$ cat src/rtl/nap_pkg.sv
// Shared types and constants for the nap machine front end: key FSM states,
// key line count and the one-hot helpers used by the key debouncer.
package nap_pkg;

  typedef enum logic [1:0] {
    KS_IDLE     = 2'd0,
    KS_DEBOUNCE = 2'd1,
    KS_HELD     = 2'd2,
    KS_RELEASE  = 2'd3
  } key_state_t;

  localparam logic [3:0] KEY_SHARP = 4'd10;
  localparam int         KEY_LINES = 11;

  // True when exactly one key line is asserted.
  function automatic logic is_onehot(input logic [KEY_LINES-1:0] v);
    return (v != '0) && ((v & (v - KEY_LINES'(1))) == '0);
  endfunction

  // Bit index of a one-hot key vector; bit 10 (#) maps to KEY_SHARP.
  function automatic logic [3:0] encode_key(input logic [KEY_LINES-1:0] v);
    logic [3:0] code;
    code = 4'd0;
    for (int i = 0; i < KEY_LINES; i++) begin
      if (v[i]) begin
        code = 4'(i);
      end else begin
        code = code;
      end
    end
    return code;
  endfunction

endpackage

$ cat src/rtl/sync2_bus.sv
// Two-flop synchroniser for a bus of independent asynchronous lines.
module sync2_bus #(
  parameter int W = 1
) (
  input  logic         clock,
  input  logic         reset,
  input  logic [W-1:0] d_i,
  output logic [W-1:0] q_o
);

  logic [W-1:0] meta_q;
  logic [W-1:0] sync_q;

  // Both stages clear on reset so nothing stale survives into the FSM.
  always_ff @(posedge clock) begin
    if (reset) begin
      meta_q <= '0;
      sync_q <= '0;
    end else begin
      meta_q <= d_i;
      sync_q <= meta_q;
    end
  end

  assign q_o = sync_q;

endmodule

$ cat src/rtl/keypad_debouncer.sv
// Keypad / # key / DIP conditioning: synchronise, debounce, and emit one
// registered single-cycle pulse per accepted press plus a clean DIP level.
module keypad_debouncer
  import nap_pkg::*;
#(
  parameter int DEBOUNCE_CYCLES = 10000
) (
  input  logic       clock,
  input  logic       reset,
  input  logic [9:0] keypad_raw,
  input  logic       sharp_raw,
  input  logic       dip_raw,
  output logic [9:0] keypad,
  output logic       sharp,
  output logic [3:0] key_code,
  output logic       multi_key,
  output logic       dip_switch
);

  localparam int            CW   = $clog2(DEBOUNCE_CYCLES);
  localparam logic [CW-1:0] LAST = CW'(DEBOUNCE_CYCLES - 1);

  logic [11:0]          sync_s;
  logic [KEY_LINES-1:0] kv_s;
  logic                 dip_s;

  key_state_t           state_q, state_d;
  logic [CW-1:0]        cnt_q, cnt_d;
  logic [KEY_LINES-1:0] cap_q, cap_d;
  logic [9:0]           keypad_q, keypad_d;
  logic                 sharp_q, sharp_d;
  logic [3:0]           key_code_q, key_code_d;
  logic                 multi_q, multi_d;
  logic [CW-1:0]        dcnt_q, dcnt_d;
  logic                 dip_q, dip_d;

  sync2_bus #(.W(12)) u_sync (
    .clock (clock),
    .reset (reset),
    .d_i   ({dip_raw, sharp_raw, keypad_raw}),
    .q_o   (sync_s)
  );

  assign kv_s  = sync_s[10:0];
  assign dip_s = sync_s[11];

  // Key FSM next state; pulse outputs default low so they last one cycle.
  always_comb begin
    state_d    = state_q;
    cnt_d      = cnt_q;
    cap_d      = cap_q;
    keypad_d   = 10'd0;
    sharp_d    = 1'b0;
    key_code_d = key_code_q;
    multi_d    = 1'b0;
    case (state_q)
      KS_IDLE: begin
        if (is_onehot(kv_s)) begin
          cap_d   = kv_s;
          cnt_d   = '0;
          state_d = KS_DEBOUNCE;
        end else if (kv_s != '0) begin
          multi_d = 1'b1;
        end else begin
          state_d = KS_IDLE;
        end
      end
      KS_DEBOUNCE: begin
        if (kv_s != cap_q) begin
          state_d = KS_IDLE;
        end else if (cnt_q == LAST) begin
          state_d    = KS_HELD;
          keypad_d   = cap_q[9:0];
          sharp_d    = cap_q[10];
          key_code_d = encode_key(cap_q);
        end else begin
          cnt_d = cnt_q + CW'(1);
        end
      end
      KS_HELD: begin
        if (kv_s == '0) begin
          cnt_d   = '0;
          state_d = KS_RELEASE;
        end else begin
          state_d = KS_HELD;
        end
      end
      KS_RELEASE: begin
        if (kv_s != '0) begin
          state_d = KS_HELD;
        end else if (cnt_q == LAST) begin
          state_d = KS_IDLE;
        end else begin
          cnt_d = cnt_q + CW'(1);
        end
      end
      default: begin
        state_d = KS_IDLE;
      end
    endcase
  end

  // DIP level: toggle only after a full run of contrary samples.
  always_comb begin
    dip_d  = dip_q;
    dcnt_d = '0;
    if (dip_s != dip_q) begin
      if (dcnt_q == LAST) begin
        dip_d  = ~dip_q;
        dcnt_d = '0;
      end else begin
        dcnt_d = dcnt_q + CW'(1);
      end
    end else begin
      dcnt_d = '0;
    end
  end

  // State and output registers.
  always_ff @(posedge clock) begin
    if (reset) begin
      state_q    <= KS_IDLE;
      cnt_q      <= '0;
      cap_q      <= '0;
      keypad_q   <= 10'd0;
      sharp_q    <= 1'b0;
      key_code_q <= 4'd0;
      multi_q    <= 1'b0;
      dcnt_q     <= '0;
      dip_q      <= 1'b0;
    end else begin
      state_q    <= state_d;
      cnt_q      <= cnt_d;
      cap_q      <= cap_d;
      keypad_q   <= keypad_d;
      sharp_q    <= sharp_d;
      key_code_q <= key_code_d;
      multi_q    <= multi_d;
      dcnt_q     <= dcnt_d;
      dip_q      <= dip_d;
    end
  end

  assign keypad     = keypad_q;
  assign sharp      = sharp_q;
  assign key_code   = key_code_q;
  assign multi_key  = multi_q;
  assign dip_switch = dip_q;

endmodule

$ cat config.mk
export PLATFORM = sky130hd
export DESIGN_NAME = keypad_debouncer
export DESIGN_NICKNAME = d
export VERILOG_FILES = /design/src/rtl/nap_pkg.sv /design/src/rtl/sync2_bus.sv /design/src/rtl/keypad_debouncer.sv
export SDC_FILE = /design/constraint.sdc
export NUM_CORES = 1
export LEC_CHECK = 0
export BUFFER_PORTS_ARGS = -buffer_cell sky130_fd_sc_hd__buf_2
export CORE_MARGIN = 5
export CORE_UTILIZATION = 50
export DETAILED_ROUTE_END_ITERATION = 6
export GPL_TIMING_DRIVEN = 1
export PLACE_DENSITY = 0.68
export SETUP_SLACK_MARGIN = 0.1
export SKIP_LAST_GASP = 1
export SLEW_MARGIN = 20
export SYNTH_ARGS = -nofsm -noshare
export SYNTH_HDL_FRONTEND = slang
export SYNTH_SLANG_ARGS = --single-unit
export TNS_END_PERCENT = 5
$ cat constraint.sdc
create_clock -name clock -period 6.3 [get_ports clock]
set_input_delay 0.945 -clock clock [delete_from_list [all_inputs] [get_ports clock]]
set_output_delay 0.945 -clock clock [all_outputs]
set_load 0.02 [all_outputs]
# == After elaboration in Yosys (flattened, before gate mapping) ==
# Index checks and enable logic that the tools add are counted.
# word_totals
regBits,82
latchBits,0
ramBits,0
romBits,0
in_bits,14
out_inout_bits,17
mem_count,0
# classes
addsub,3
multipliers,0
div_mod_pow,0
order_cmp,0
n_eq_ne,14
n_shift,0
mux,25
n_bitwise,7
n_reduce_logical,13
# ops
operator,n
two-way mux 14 bit,5
one-hot mux 14 bit (4 select lines),1
two-way mux 4 bit,9
"adder 14 x 1 -> 14 bit, second input constant",2
"equality test 14 bit, second input constant",2
zero test 11 bit,2
two-way mux 2 bit,6
AND 11 bit,1
inequality test 11 bit,1
nonzero test 11 bit,1
"subtractor 11 x 1 -> 11 bit, second input constant",1
"inequality test 3 bit, second input constant",3
"inequality test 2 bit, second input constant",4
one-hot mux 2 bit (4 select lines),1
NOT 1 bit,6
AND reduction 3 bit,2
OR reduction 3 bit,2
"equality test 2 bit, second input constant",2
AND reduction 2 bit,2
AND reduction 4 bit,1
OR reduction 4 bit,1
two-way mux 1 bit,3
"equality test 2 x 1 -> 1 bit, second input constant",1
zero test 2 bit,1
2 further kinds,2

# == Depth between registers and ports, before layout ==
# logic_depth
depth_word,10
depth_mapped,9
depth_no_buf,8

# == By module ==
# Synthesis repeated with hierarchy kept, for this count alone.
# unflattened
hier_cells,377
hier_area_um2,3517.1
# modules_own_cells
module,n_inst,cells_per_inst,area_per_inst_um2,seq_area_each_um2
keypad_debouncer,1,327,2824.0,1161.1
sync2_bus,1,50,693.2,480.5

# == Least setup slack after synthesis ==
# Ideal clock, no wire load.
# synth_timing
path_kind,reg2reg
startpoint,"register u_sync.sync_q[2], in the netlist u_sync.q_o[2]"
endpoint,register cap_q[3]
setup_ns,0.128
t_arrival_ns,2.132
required_time_ns,6.172
path_slack_ns,4.040
stages_incl_launch_ff,9
path_buffers,2
period_less_slack_ns,2.260
path_cell_list,dfxtp_1 -> or4_4 -> a2111oi_4 -> nor3_1 -> nor3_4 -> buf_4 -> buf_6 -> mux2i_1 -> nor2_1
# synth_between
elab_chain_len,5
word_cells_on_any_way,6
# synth_lines
element,line,source
start: declaration,sync2_bus.sv:12,logic [W-1:0] sync_q;
start signal: assignment,sync2_bus.sv:21,sync_q <= meta_q;
subtractor 11 x 1 -> 11 bit,nap_pkg.sv:17,return (v != '0) && ((v & (v - KEY_LINES'(1))) == '0);
AND 11 bit,nap_pkg.sv:17,
zero test 11 bit,nap_pkg.sv:17,
logical AND 1 bit *,nap_pkg.sv:17,
AND reduction 2 bit (no line) *,n/a,
end signal: assignment,keypad_debouncer.sv:134,cap_q <= cap_d;
end: declaration,keypad_debouncer.sv:29,"logic [KEY_LINES-1:0] cap_q, cap_d;"
# Mark *: on every way between the ends. The rest lies on a longest branch, timed or not.
# A chain may end at the register's enable or synchronous reset.

# == Final worst setup path ==
# layout_timing
startpoint,"register u_sync.sync_q[2], in the netlist u_sync.q_o[2]"
endpoint,register cnt_q[10]
# layout_between
elab_chain_len,6
word_cells_on_any_way,12
# layout_lines
element,line,source
subtractor 11 x 1 -> 11 bit,nap_pkg.sv:17,
AND 11 bit,nap_pkg.sv:17,
zero test 11 bit,nap_pkg.sv:17,
logical AND 1 bit,nap_pkg.sv:17,
inequality test 2 bit (no line),n/a,
AND reduction 4 bit (no line) *,n/a,
end signal: assignment,keypad_debouncer.sv:133,cnt_q <= cnt_d;
end: declaration,keypad_debouncer.sv:28,"logic [CW-1:0] cnt_q, cnt_d;"
# Marks and branches as above.

==> run_results.csv <==
group,metric,value,unit
cts,clockRootBuffer,"clkbuf_8",
logic_synthesis,avgSynthCellArea,9.68,um2
logic_synthesis,synthArstFlopShare,0,
final_layout,nNetsFinal,380,
placement,dp_slack,3220,ps
sta,max_freq,322,MHz
setup_path,cp.required,6570,ps
floorplan,num_rows,29,
logic_synthesis,syn_nets,349,
sta,hold_ws,439,ps
final_layout,stdcell_area,0.00365,mm2
logic_synthesis,synthDistinctLibCells,40,
sta,period_needed,3110,ps
cts,clk_latency,350,ps
final_layout,area_growth,13.4,%
final_layout,fin_cells,446,
sta,hold_viol_final,0,
sta,rsz0062_at_grt,"no",
detailed_routing,drc_errors,0,
setup_path,crit_fanout,24,
final_layout,layout_commonest_cell,"dfxtp_1",
setup_path,arrival,3380,ps
final_layout,final_util,0.579,
cts,htreeDepth,3,
final_layout,antennaDiodeCount,0,
pwr,power.leakage,1.50,nW
global_route,first_global_vias,2176,
final_layout,fill_cells,580,
pwr,pwr_density_cell,289,mW/mm2
pwr,vdd_drop_max,0.169,mV
final_layout,drive_gt1_frac,0.138,
floorplan,pin_count,31,
placement,placed_cell_area,0.00342,mm2
cts,cts_sinks,82,
cts,cts_buffers,9,
floorplan,die_h,90.3,um
logic_synthesis,netlist_instances,333,
global_route,grt_use_total,0.146,
detailed_routing,vias_per_cell,5.20,
run,cap_violations,0,
sta,fin_crit_sh,0.493,
sta,slew_headroom,0.256,
floorplan,start_util,0.511,
sta,setup_violations,0,
detailed_routing,avgRoutedWirePerCell,12.6,um
logic_synthesis,ys_warn_count,0,
final_layout,layout_common_cells,"dfxtp_1, nor2_1, buf_2",
cts,cts_setup_buffers,0,
min_path,hp-class,"flip-flop to flip-flop",
sta,worst_pin_slew,1110,ps
cts,cts_hold_buf,0,
global_route,antenna_found_initial,0,
sta,tns,0,ps
global_route,grt_max_degree,50,
logic_synthesis,yosys_register_bits,82,
setup_path,critPathKind,"flip-flop to flip-flop",
sta,finalMaxSlewViolations,0,
detailed_routing,drt_iter0_drc,68,
placement,dp_hpwl,3930,um
outcome,status,"finished clean",
sta,setup_slack,3190,ps
setup_path,end_kind,"flip-flop",
placement,dp_cells,430,
global_route,grt_pass1_wl,9870,um
detailed_routing,drtPass1Iterations,4,
placement,gp_congestion,0.812,
cts,cts_tree,"yes",
sta,worst_clock_skew,7.42,ps
global_route,grt_overflow_total,0,
placement,port_buffers,30,
logic_synthesis,seq_area_frac_synth,0.509,
setup_path,crit_path_start_kind,"flip-flop",
detailed_routing,vias,2320,
floorplan,fp.dieW,90.3,um
logic_synthesis,ys.flop_type,"dfxtp_1",
logic_synthesis,netlist_area,0.00322,mm2
floorplan,fp.dieArea,0.00815,mm2
floorplan,core_area,0.00631,mm2
cts,clk_path_buf_depth,2,
pwr,power,1.06,mW
logic_synthesis,synth_edf_count,0,
detailed_routing,antenna_left,0,
cts,path_clk_slew,80,ps
detailed_routing,drt-total-wl,5630,um
cts,post_cts_resize_count,0,
-- cell families after synthesis --
group / count (synthesis) / synth area share
mux: 15 / 0.0466
fa+ha+maj: 3 / 0.0109
buf+inv: 14 / 0.0206
compound gates: 31 / 0.0703
xor+xnor: 34 / 0.0924
flops: 82 / 0.509
simple gates: 154 / 0.250
-- cells in the mapped netlist, types with 2 or more instances --
master     count  area (um2)
a21oi_1        8        40.0
o21ai_0        8        40.0
nand3_1       10        50.1
nor2b_1       25         156
clkbuf_1       6        22.5
nand2_1       11        41.3
xor2_1        28         245
a211oi_1       2        15.0
buf_2          2        10.0
and2_1        10        62.6
mux2i_1       15         150
nand4_1        5        31.3
xnor2_1        6        52.6
o2111ai_1      4        35.0
nor3_1        12        60.1
a211o_1        2        17.5
ha_1           2        25.0
nor4b_1        2        17.5
inv_1          4        15.0
nor4_1         7        43.8
dfxtp_1       82        1640
or3_1          5        31.3
nor2_1        54         203
and3_1         7        43.8
-- critical path, cell delays in order (launching register included) --
cell and delay, ps:
dfxtp_1 360, or4_4 600, a2111oi_4 290, nor3_1 150, nor3_4 880, o211ai_2 260
or3_1 360, a21oi_1 150
-- area by class of cell --
type                            instances  area [um2]  share of cell area
Sequential cell                        82        1640               0.449
Multi-Input combinational cell        237        1520               0.415
Clock buffer                           11         151              0.0414
Timing Repair Buffer                   30         150              0.0411
Tap cell                               77        96.3              0.0264
Clock inverter                          5        85.1              0.0233
Inverter                                4        15.0             0.00411
-- power by group --
| part | switching, mW | internal [mW] |
|---|---|---|
| Sequential | 0.0133 | 0.531 |
| Combinational | 0.0485 | 0.0361 |
| Clock | 0.182 | 0.247 |
| Total | 0.244 | 0.813 |
-- final timing paths --
path	start	endpoint	slack, ps	depth (start not counted)
worst max-delay path	u_sync.q_o[2]	cnt_q[10]	3190	7
worst min-delay path	u_sync.meta_q[1]	u_sync.q_o[1]	440	1
worst max register to register	u_sync.q_o[2]	cnt_q[10]	3190	7
worst min register to register	u_sync.meta_q[1]	u_sync.q_o[1]	440	1
-- routing by layer --
| metal | part of all wire | up-vias | GRT usage |
|---|---|---|---|
| met5 | 0 | - | 0 |
| met4 | 0.014 | 0 | 0.0620 |
| met3 | 0.049 | 9 | 0.0475 |
| met2 | 0.44 | 40 | 0.221 |
| met1 | 0.50 | 1068 | 0.192 |
| li1 | - | 1203 | - |
-- sequential cells by signal (all words and copies together), names as in the netlist --
| register | flops |
|---|---|
| multi_key | 1 |
| sharp | 1 |
| dip_switch | 1 |
| cap_q | 11 |
| keypad | 10 |
| dcnt_q | 14 |
| u_sync.q_o | 12 |
| cnt_q | 14 |
| key_code | 4 |
| state_q | 2 |
| u_sync.meta_q | 12 |
No activity file was read; power rests on OpenSTA's default activity.
